===== src/rtl/uart_rx_cmd_ctrl.sv =====
// Command sequencer behind the UART receiver: parses AA/BB/CC/DD frames into register-file
// and ALU transactions and returns read data / ALU results LSB-first to the transmitter.
module uart_rx_cmd_ctrl #(
  parameter int               WIDTH   = 8,
  parameter int               ADDR_W  = 4,
  parameter int               FUNC_W  = 4,
  parameter logic [WIDTH-1:0] OP_WR   = 8'hAA,
  parameter logic [WIDTH-1:0] OP_RD   = 8'hBB,
  parameter logic [WIDTH-1:0] OP_ALU  = 8'hCC,
  parameter logic [WIDTH-1:0] OP_ALUN = 8'hDD
) (
  input  logic                 i_clk,
  input  logic                 i_rst,
  input  logic [WIDTH-1:0]     i_rx_data,
  input  logic                 i_rx_valid,
  output logic                 o_rf_wr_en,
  output logic                 o_rf_rd_en,
  output logic [ADDR_W-1:0]    o_rf_addr,
  output logic [WIDTH-1:0]     o_rf_wr_data,
  input  logic [WIDTH-1:0]     i_rf_rd_data,
  input  logic                 i_rf_rd_valid,
  output logic                 o_alu_en,
  output logic [FUNC_W-1:0]    o_alu_fun,
  input  logic [2*WIDTH-1:0]   i_alu_out,
  input  logic                 i_alu_valid,
  output logic                 o_clk_gate_en,
  output logic [WIDTH-1:0]     o_tx_data,
  output logic                 o_tx_valid,
  input  logic                 i_tx_ready,
  output logic                 o_ovr_err
);

  typedef enum logic [3:0] {
    S_IDLE     = 4'd0,
    S_WR_ADDR  = 4'd1,
    S_WR_DATA  = 4'd2,
    S_RD_ADDR  = 4'd3,
    S_RD_WAIT  = 4'd4,
    S_ALU_A    = 4'd5,
    S_ALU_B    = 4'd6,
    S_ALU_FUN  = 4'd7,
    S_ALU_WAIT = 4'd8,
    S_TX_LO    = 4'd9,
    S_TX_HI    = 4'd10
  } state_t;

  state_t             r_state;
  logic               r_rf_wr_en;
  logic               r_rf_rd_en;
  logic [ADDR_W-1:0]  r_addr;
  logic [WIDTH-1:0]   r_wdata;
  logic               r_alu_en;
  logic [FUNC_W-1:0]  r_fun;
  logic               r_clk_gate_en;
  logic [2*WIDTH-1:0] r_result;
  logic               r_two_bytes;
  logic [WIDTH-1:0]   r_tx_data;
  logic               r_tx_valid;
  logic               r_ovr_err;

  // Frame parser, RF/ALU sequencing and transmit handshake
  always_ff @(posedge i_clk) begin
    if (!i_rst) begin
      r_state       <= S_IDLE;
      r_rf_wr_en    <= 1'b0;
      r_rf_rd_en    <= 1'b0;
      r_addr        <= {ADDR_W{1'b0}};
      r_wdata       <= {WIDTH{1'b0}};
      r_alu_en      <= 1'b0;
      r_fun         <= {FUNC_W{1'b0}};
      r_clk_gate_en <= 1'b0;
      r_result      <= {(2*WIDTH){1'b0}};
      r_two_bytes   <= 1'b0;
      r_tx_data     <= {WIDTH{1'b0}};
      r_tx_valid    <= 1'b0;
      r_ovr_err     <= 1'b0;
    end else begin
      r_rf_wr_en <= 1'b0;
      r_rf_rd_en <= 1'b0;
      r_alu_en   <= 1'b0;
      r_ovr_err  <= 1'b0;
      case (r_state)
        S_IDLE: begin
          if (i_rx_valid) begin
            if (i_rx_data == OP_WR) begin
              r_state <= S_WR_ADDR;
            end else if (i_rx_data == OP_RD) begin
              r_state <= S_RD_ADDR;
            end else if (i_rx_data == OP_ALU) begin
              r_state <= S_ALU_A;
            end else if (i_rx_data == OP_ALUN) begin
              r_state       <= S_ALU_FUN;
              r_clk_gate_en <= 1'b1;
            end else begin
              r_state <= S_IDLE;
            end
          end
        end
        S_WR_ADDR: begin
          if (i_rx_valid) begin
            r_addr  <= i_rx_data[ADDR_W-1:0];
            r_state <= S_WR_DATA;
          end
        end
        S_WR_DATA: begin
          if (i_rx_valid) begin
            r_wdata    <= i_rx_data;
            r_rf_wr_en <= 1'b1;
            r_state    <= S_IDLE;
          end
        end
        S_RD_ADDR: begin
          if (i_rx_valid) begin
            r_addr     <= i_rx_data[ADDR_W-1:0];
            r_rf_rd_en <= 1'b1;
            r_state    <= S_RD_WAIT;
          end
        end
        S_RD_WAIT: begin
          r_ovr_err <= i_rx_valid;
          if (i_rf_rd_valid) begin
            r_tx_data   <= i_rf_rd_data;
            r_tx_valid  <= 1'b1;
            r_two_bytes <= 1'b0;
            r_state     <= S_TX_LO;
          end
        end
        // Operands A and B land in RF locations 0 and 1 before the function byte
        S_ALU_A: begin
          if (i_rx_valid) begin
            r_addr     <= {ADDR_W{1'b0}};
            r_wdata    <= i_rx_data;
            r_rf_wr_en <= 1'b1;
            r_state    <= S_ALU_B;
          end
        end
        S_ALU_B: begin
          if (i_rx_valid) begin
            r_addr        <= ADDR_W'(1);
            r_wdata       <= i_rx_data;
            r_rf_wr_en    <= 1'b1;
            r_clk_gate_en <= 1'b1;
            r_state       <= S_ALU_FUN;
          end
        end
        S_ALU_FUN: begin
          if (i_rx_valid) begin
            r_fun    <= i_rx_data[FUNC_W-1:0];
            r_alu_en <= 1'b1;
            r_state  <= S_ALU_WAIT;
          end
        end
        S_ALU_WAIT: begin
          r_ovr_err <= i_rx_valid;
          if (i_alu_valid) begin
            r_result      <= i_alu_out;
            r_clk_gate_en <= 1'b0;
            r_tx_data     <= i_alu_out[WIDTH-1:0];
            r_tx_valid    <= 1'b1;
            r_two_bytes   <= 1'b1;
            r_state       <= S_TX_LO;
          end
        end
        S_TX_LO: begin
          r_ovr_err <= i_rx_valid;
          if (i_tx_ready) begin
            if (r_two_bytes) begin
              r_tx_data <= r_result[2*WIDTH-1:WIDTH];
              r_state   <= S_TX_HI;
            end else begin
              r_tx_valid <= 1'b0;
              r_state    <= S_IDLE;
            end
          end
        end
        S_TX_HI: begin
          r_ovr_err <= i_rx_valid;
          if (i_tx_ready) begin
            r_tx_valid <= 1'b0;
            r_state    <= S_IDLE;
          end
        end
        default: begin
          r_state <= S_IDLE;
        end
      endcase
    end
  end

  assign o_rf_wr_en    = r_rf_wr_en;
  assign o_rf_rd_en    = r_rf_rd_en;
  assign o_rf_addr     = r_addr;
  assign o_rf_wr_data  = r_wdata;
  assign o_alu_en      = r_alu_en;
  assign o_alu_fun     = r_fun;
  assign o_clk_gate_en = r_clk_gate_en;
  assign o_tx_data     = r_tx_data;
  assign o_tx_valid    = r_tx_valid;
  assign o_ovr_err     = r_ovr_err;

endmodule


===== config.mk =====
export PLATFORM = sky130hd
export DESIGN_NAME = uart_rx_cmd_ctrl
export DESIGN_NICKNAME = d
export VERILOG_FILES = /design/src/rtl/uart_rx_cmd_ctrl.sv
export SDC_FILE = /design/constraint.sdc
export NUM_CORES = 1
export LEC_CHECK = 0
export ABC_AREA = 1
export ABC_CLOCK_PERIOD_IN_PS = 1760
export CAP_MARGIN = 20
export CORE_UTILIZATION = 50
export DETAILED_ROUTE_END_ITERATION = 16
export DONT_BUFFER_PORTS = 1
export GPL_TIMING_DRIVEN = 0
export PLACE_DENSITY_LB_ADDON = 0.08
export SYNTH_ARGS = -nofsm -noshare
export SYNTH_HDL_FRONTEND = slang
export SYNTH_SLANG_ARGS = --single-unit

===== constraint.sdc =====
create_clock -name i_clk -period 1.76 [get_ports i_clk]
set_input_delay 0.176 -clock i_clk [delete_from_list [all_inputs] [get_ports i_clk]]
set_output_delay 0.176 -clock i_clk [all_outputs]
set_load 0.01 [all_outputs]

## Word-level counts from Yosys, hierarchy flattened

Cells that the tools add are included.
Widths: inputs -> output; s select.

- Reduce and logical (&&, ||, !) cells: 22
- Equality and inequality tests: 32
- Muxes and demuxes: 42

Operators by type and width:

| operator | number |
|---|---|
| $mux 4 | 14 |
| $pmux 4 s11 | 1 |
| $ne 2x2->1 const B | 17 |
| $eq 8x8->1 const B | 4 |
| $mux 8 | 4 |
| $pmux 8 s3 | 1 |
| $eq 4x3->1 const B | 4 |
| $mux 1 | 14 |
| $reduce_and 2->1 | 7 |
| $eq 4x4->1 const B | 3 |
| $mux 3 | 4 |
| $pmux 4 s3 | 1 |
| $reduce_and 11->1 | 1 |
| $reduce_bool 3->1 | 3 |
| $eq 4x2->1 const B | 2 |
| $reduce_and 8->1 | 1 |
| $reduce_and 6->1 | 1 |
| $reduce_and 5->1 | 1 |
| $eq 4x1->1 const B | 1 |
| $logic_not 4->1 | 1 |
| $pmux 1 s4 | 1 |
| $reduce_and 4->1 | 1 |
| $reduce_bool 4->1 | 1 |
| $reduce_or 4->1 | 1 |
| 7 further kinds | 7 |

- Output and inout port bits: 30
- Word-level logic and storage cells: 109
- Input bits: 38
- Register bits after elaboration: 51

## Depth between registers and ports, before layout

- Depth after elaboration: 7
- Mapped depth: 12
- Mapped depth without buffers: 11

## Worst setup path before layout

Ideal clock, no wire load.

- Path kind: register to register
- Start: reg r_state[3]
- End: reg r_tx_data[6], in the netlist o_tx_data[6]
- Stages on the path, launching flop included: 13
- Data required time: 1647 ps
- Clock period less this slack: 1498 ps
- Slack: 262 ps
- Data arrival time: 1385 ps
- Path buffers: 2
- Library setup time: 113 ps
- Cell sequence: dfxtp_1 -> buf_4 -> inv_1 -> nor2_2 -> nand2_2 -> inv_2 -> nand2_2 -> nand2_1 -> nor3_4 -> buf_6 -> nand2_1 -> nand2_1 -> nor2_1

- Cells in the longest elaborated chain, start to end: 3
- Elaborated cells on any way between the ends: 10
- Classes of those cells: 7 x eq/ne; 1 x mux; 2 x reduce/logical

RTL lines:

| what | line | source |
|---|---|---|
| from (decl) | 47 | `state_t r_state;` |
| from (signal assigned) | 64 | `r_state <= S_IDLE;` |
| from (signal assigned) | 86 | `r_state <= S_WR_ADDR;` |
| from (signal assigned) | 88 | `r_state <= S_RD_ADDR;` |
| $eq 4x4->1 or $eq 4x3->1 (tied branches) | 82 | `case (r_state)` |
| $ne 2x2->1 (no source line) or $reduce_bool 3->1 (tied branches) | - |  |
| $reduce_and 5->1 (no source line) | - |  |
| to (signal assigned) | 74 | `r_tx_data <= {WIDTH{1'b0}};` |
| to (signal assigned) | 122 | `r_tx_data <= i_rf_rd_data;` |
| to (signal assigned) | 158 | `r_tx_data <= i_alu_out[WIDTH-1:0];` |
| to (decl) | 57 | `logic [WIDTH-1:0] r_tx_data;` |

Several ways; a longest one is shown, not always the timed one.
A chain may end at the register's enable or synchronous reset.

## Worst setup path after layout

- Start: reg r_state[2]
- End: reg r_tx_data[3], in the netlist o_tx_data[3]

The elaborated chain is that of the path after synthesis.

==> results.md <==
- Outcome: completed
- DRT Pass-1 Iters: 4
- DR vias: 1939
- Synth Warn #: 0
- NumNets Final: about 360
- Max-slew violation count: 0
- CTS clk-pin slew, worst paths: approximately 0.08 ns
- Tot GR Track Use: 0.240
- Crit-path max FO: 7
- Core area: ~0.0038 mm²
- Number of global-route vias before repair: 1718
- Headroom to the max-slew limit: 0.630
- CP startpoint kind: flip-flop
- DP Cell Count: between 300 and 400
- Clock Skew: between 0.002 and 0.003 ns
- Placer congestion estimate: 0.820
- Mapped Nets: around 350
- CP required: about 2.0 ns
- Count of input and output buffers: 0
- Clock latency on the worst-skew pair: about 0.3 ns
- Top post-synthesis cells by area: dfxtp_1 (42%), nand2_1 (15%), a21oi_1 (9.7%)
- Hold buffers post-CTS: 0
- Post-layout util: 0.606
- Sequential fraction of the synthesis area: 0.419
- Diodes inserted: 0
- Worst setup path class: flip-flop to flip-flop
- Critical Path AT: between 1.5 and 2 ns
- Clk root buf: clkbuf_8
- Power Density: 719 mW/mm²
- CTS Buf Count: 5
- Pin count of the biggest net entering global routing: 13
- Initial Utilization: 0.541
- Syn avg cell area: ~6.7 µm²
- Non-filler cells in the finished layout: roughly 370
- Synth-to-Final Area Change: 12.1%
- DRC viols: 0
- IO Pins: 68
- Share of cells above drive strength 1: 0.142
- Grt total ovfl: 0
- P_leak: 0.000980 µW
- CTS tree: yes
- Row Count: 22
- Final min period: ~1.7 ns
- Cells after synthesis: around 310
- Flop-to-flop setup slack: approximately 0.084 ns
- Post-synthesis instance area: 0.00205 mm²
- Post-DRT Antenna Nets: 0
- Hold Violations, Final: 0
- DR vias/cell: ~5.2
- Dpl hpwl: ~3.6 mm
- 1st-iter DRT viols: between 90 and 100
- Peak VDD IR: about 0.35 mV
- Hold Crit Class: primary input to flip-flop
- Initial antenna violation count: 0
- Avg WL per Cell: 13.4 µm
- Clock buffer depth: 2
- Final WL: roughly 5.0 mm
- Die ar.: ~0.0044 mm²
- Final number of setup-violating endpoints: 0
- H-tree Lvls: 2
- Worst-margin pin slew: roughly 0.56 ns
- Sink Count: between 40 and 50
- Max Fclk: 0.597 GHz
- DIE WIDTH: ~66 µm
- Hold WS: ~0.022 ns
- Final Cycle Share: 0.952
- Synth cell types: 26
- Max_cap viols: 0
- Design Power: around 1700 µW
- Element type at the critical path end: flip-flop
- Register bit total from synthesis: 43
- Post-synth top area share: 0.419
- Die Y: roughly 66 µm
- Top cell type by total area after synthesis: dfxtp_1
- First-pass GRT wire length: between 7 and 8 mm
==> registers in the layout, indices dropped and copies added (netlist names) <==
signal         cells
o_alu_en           1
o_rf_wr_data       8
o_ovr_err          1
o_rf_addr          4
o_rf_rd_en         1
o_clk_gate_en      1
o_rf_wr_en         1
o_tx_valid         1
r_state            4
r_result           8
o_tx_data          8
r_two_bytes        1
o_alu_fun          4
==> final timing paths <==
kind	depth (start not counted)	to	start
setup reg to reg	10	o_tx_data[3]$_SDFFE_PN0P_	r_state[2]$_SDFFE_PN0P_
setup / recovery	10	o_tx_data[3]$_SDFFE_PN0P_	r_state[2]$_SDFFE_PN0P_
hold reg to reg	2	r_result[9]$_SDFFE_PN0P_	r_result[9]$_SDFFE_PN0P_
hold / removal	2	o_rf_wr_data[4]$_SDFFE_PN0P_	i_rx_data[4]
==> per-stage QoR <==
step | area (µm²) | setup TNS [ns] | setup slack, ns
finish | 2300 | 0 | 0.0840
global route | 2300 | -0.0550 | -0.0240
CTS | 2200 | 0 | 0.00798
detailed placement | 2110 | 0 | 0.0247
global placement | 2110 | 0 | 0.0289
floorplan | 2050 | 0 | 0.262
==> synthesized netlist by cell type <==
library cell,instances
buf_4,2
inv_2,5
clkbuf_1,4
nor3_1,1
nand3b_1,1
nor2_1,39
clkbuf_2,1
nand2_2,2
dfxtp_1,43
o21ai_4,1
buf_1,1
nor2_4,2
inv_1,25
nand2_1,84
o211ai_1,1
a211oi_1,1
buf_6,1
nor3_4,1
a21oi_2,1
buf_2,3
o21ai_0,22
nor2_2,5
nand2b_1,1
nand3_1,18
a21oi_1,40
nand4_1,2
==> cell usage in the layout, fill, tap and decap left out, types with 2 or more instances in the layout <==
cell type / netlist / routed
a21oi_1: 40 / 40
buf_2: 3 / 3
buf_4: 2 / 11
buf_6: 1 / 2
clkbuf_1: 4 / 6
clkbuf_8: 0 / 5
dfxtp_1: 43 / 40
dfxtp_2: 0 / 2
inv_1: 25 / 25
inv_2: 5 / 4
nand2_1: 84 / 82
nand2_2: 2 / 4
nand3_1: 18 / 18
nand4_1: 2 / 2
nor2_1: 39 / 38
nor2_2: 5 / 5
nor2_4: 2 / 3
o21ai_0: 22 / 22
==> what timing repair did <==
item                       4_1_cts  5_1_grt
setup endpoints to repair        0       21
setup buffers                    0        9
resized for setup                0       12
==> critical path, stage by stage (launching register included) <==
cell	delay, ns
dfxtp_4	0.38
inv_2	0.05
nor2_4	0.14
inv_2	0.07
o21ai_4	0.21
nor2_2	0.07
nor3_4	0.32
buf_4	0.18
nand2_1	0.06
nand2_1	0.06
nor2_1	0.04
==> where the power goes <==
part	switching, µW	internal (µW)
registers	2.49	973
logic	55.0	26.3
clock network	322	278
==> area by class of cell <==
class                           instances  area [µm²]
Fill cell                             373        1500
Tap cell                               48        60.1
Clock buffer                            7        76.3
Sequential cell                        43         867
Timing Repair Buffer                   10        75.1
Clock inverter                          1        5.00
Multi-Input combinational cell        222        1040
Buffer                                 12        68.8
Inverter                               30         115
==> kinds of logic after synthesis <==
kind of cell,Yosys count,share of synthesized area
buffers and inverters,42,0.0865
AO/OA/AOI/OAI,66,0.171
AND/OR/NAND/NOR,156,0.324
flip-flops,43,0.419
==> routing by layer <==
| layer | track usage | part of all wire | vias up |
|---|---|---|---|
| met5 | 0 | 0 | - |
| met4 | 0.117 | 0.019 | 0 |
| met3 | 0.0672 | 0.085 | 7 |
| met2 | 0.352 | 0.43 | 65 |
| met1 | 0.320 | 0.47 | 852 |
| li1 | - | - | 1015 |
No activity file was read; power rests on OpenSTA's default activity.
==> RTL edit: new RTL, same flow settings <==
Encoding of `state_t`: now one-hot (11 bits for 11 states).
--- a/src/rtl/uart_rx_cmd_ctrl.sv
+++ b/src/rtl/uart_rx_cmd_ctrl.sv
@@ -30,18 +30,18 @@
   output logic                 o_ovr_err
 );
 
-  typedef enum logic [3:0] {
-    S_IDLE     = 4'd0,
-    S_WR_ADDR  = 4'd1,
-    S_WR_DATA  = 4'd2,
-    S_RD_ADDR  = 4'd3,
-    S_RD_WAIT  = 4'd4,
-    S_ALU_A    = 4'd5,
-    S_ALU_B    = 4'd6,
-    S_ALU_FUN  = 4'd7,
-    S_ALU_WAIT = 4'd8,
-    S_TX_LO    = 4'd9,
-    S_TX_HI    = 4'd10
+  typedef enum logic [10:0] {
+    S_IDLE     = 11'b00000000001,
+    S_WR_ADDR  = 11'b00000000010,
+    S_WR_DATA  = 11'b00000000100,
+    S_RD_ADDR  = 11'b00000001000,
+    S_RD_WAIT  = 11'b00000010000,
+    S_ALU_A    = 11'b00000100000,
+    S_ALU_B    = 11'b00001000000,
+    S_ALU_FUN  = 11'b00010000000,
+    S_ALU_WAIT = 11'b00100000000,
+    S_TX_LO    = 11'b01000000000,
+    S_TX_HI    = 11'b10000000000
   } state_t;
 
   state_t             r_state;
Formal check against the unedited RTL: same outputs for any inputs over 4 cycles, from zero or initial values and one cycle with i_rst low; so few cycles prove little.
==> RTL edit against the original RTL <==
- setup slack got worse by 0.021 ns
- clock power up 39%
- non-clock buffer count fell by 2
- via count grew 38%
- area after synthesis is 30% higher
- sequential cell count rose by 7
- synthesized cell count up 38%
- utilization fell by 0.29 points
- clock skew up 0.0028 ns
- design area up 35%
- total power grew 110%
- routed wire length up 37%
- critical path type unchanged
- highest routed layer unchanged
==> RTL edit: results <==
group,metric,value,unit
logic_synthesis,ys_seq_area_share,37.5,%
finish,fillers,541,
finish,final_nets,478,
logic_synthesis,yosysWarnings,0,
sta,finalClockSkew,0.00565,ns
clock_tree,cts_resized,12,
finish,fin_area,3100,sq um
drt,wl_met3,325,um
worst_hold_path,whs_endpoint,"o_rf_wr_data[7]",
power_and_ir_drop,peakVddDrop,0.000454,V
logic_synthesis,synthTopCellsByArea,"dfxtp_1, nand2_1, nor2_1, inv_1, nand3_1",
drt,first_iter_violations,185,
logic_synthesis,synth_common_cells,"nand2_1, nor2_1, inv_1",
logic_synthesis,syn_nets,463,
clock_tree,hold_buffers,5,
place,finalWeightedCongestion,0.864,
grt,grt_usage,25.8,%
power_and_ir_drop,power.leakage,1.45,nW
critical_path,critPathArrivalTime,1.91,ns
sta,finalCritPeriodShare,96.4,%
sta,holdWs,0.00337,ns
place,post_dp_cell_area,2760,sq um
drt,wire_per_inst,13.4,um
place,dpl.cell_count,495,
sta,tightest_slew,0.568,ns
critical_path,critPathLaunch,"r_state[7]",
critical_path,cp_max_fo,10,
critical_path,ff2ff_setup_slack,0.06,ns
drt,vias,2672,
clock_tree,clkTransAtPathRegs,0.10,ns
grt,use_met2,42.8,%
finish,drive_gt1_share,12.2,%
clock_tree,cts_max_path_buffers,2,
place,dp_hpwl,4990,um
drt,wl_met2,3370,um
drt,routedLengthMet1,3060,um
logic_synthesis,synth-compound-area-share,12.5,%
power_and_ir_drop,switchingPower,1.31,mW
logic_synthesis,synthCells,425,
outcome,status,"complete, no violations",
critical_path,critPathSlowestCell,"dfxtp_1",
place,post-place-ws,-0.0899,ns
==> RTL edit: changes by cell type in the layout (fill, tap and decap cells not counted), sizes merged, moves of 7 or more <==
cell,unedited run,this run
a21oi,41,24
buf,17,9
inv,30,56
o211ai,1,8
nor2,46,92
o21ai,23,30
nand3,18,38
nand2,86,103
dfxtp,43,50
==> RTL edit: power groups by stage <==
stage | Combinational (mW) | Clock (mW) | Sequential (mW)
floorplan | 0.827 | 0 | 1.38
global placement | 0.986 | 0 | 1.40
detailed placement | 1.01 | 0 | 1.40
CTS | 1.08 | 0.852 | 1.37
global route | 1.35 | 0.891 | 1.41
finish | 1.19 | 0.836 | 1.39
==> RTL edit: layout make-up <==
cell class                      count  share of cell area [%]
Multi-Input combinational cell    308                    49.3
Sequential cell                    50                    32.6
Inverter                           55                    6.66
Tap cell                           70                    2.82
Buffer                             12                    2.66
Timing Repair Buffer                8                    2.34
Clock buffer                        5                    2.22
Clock inverter                      3                    1.41
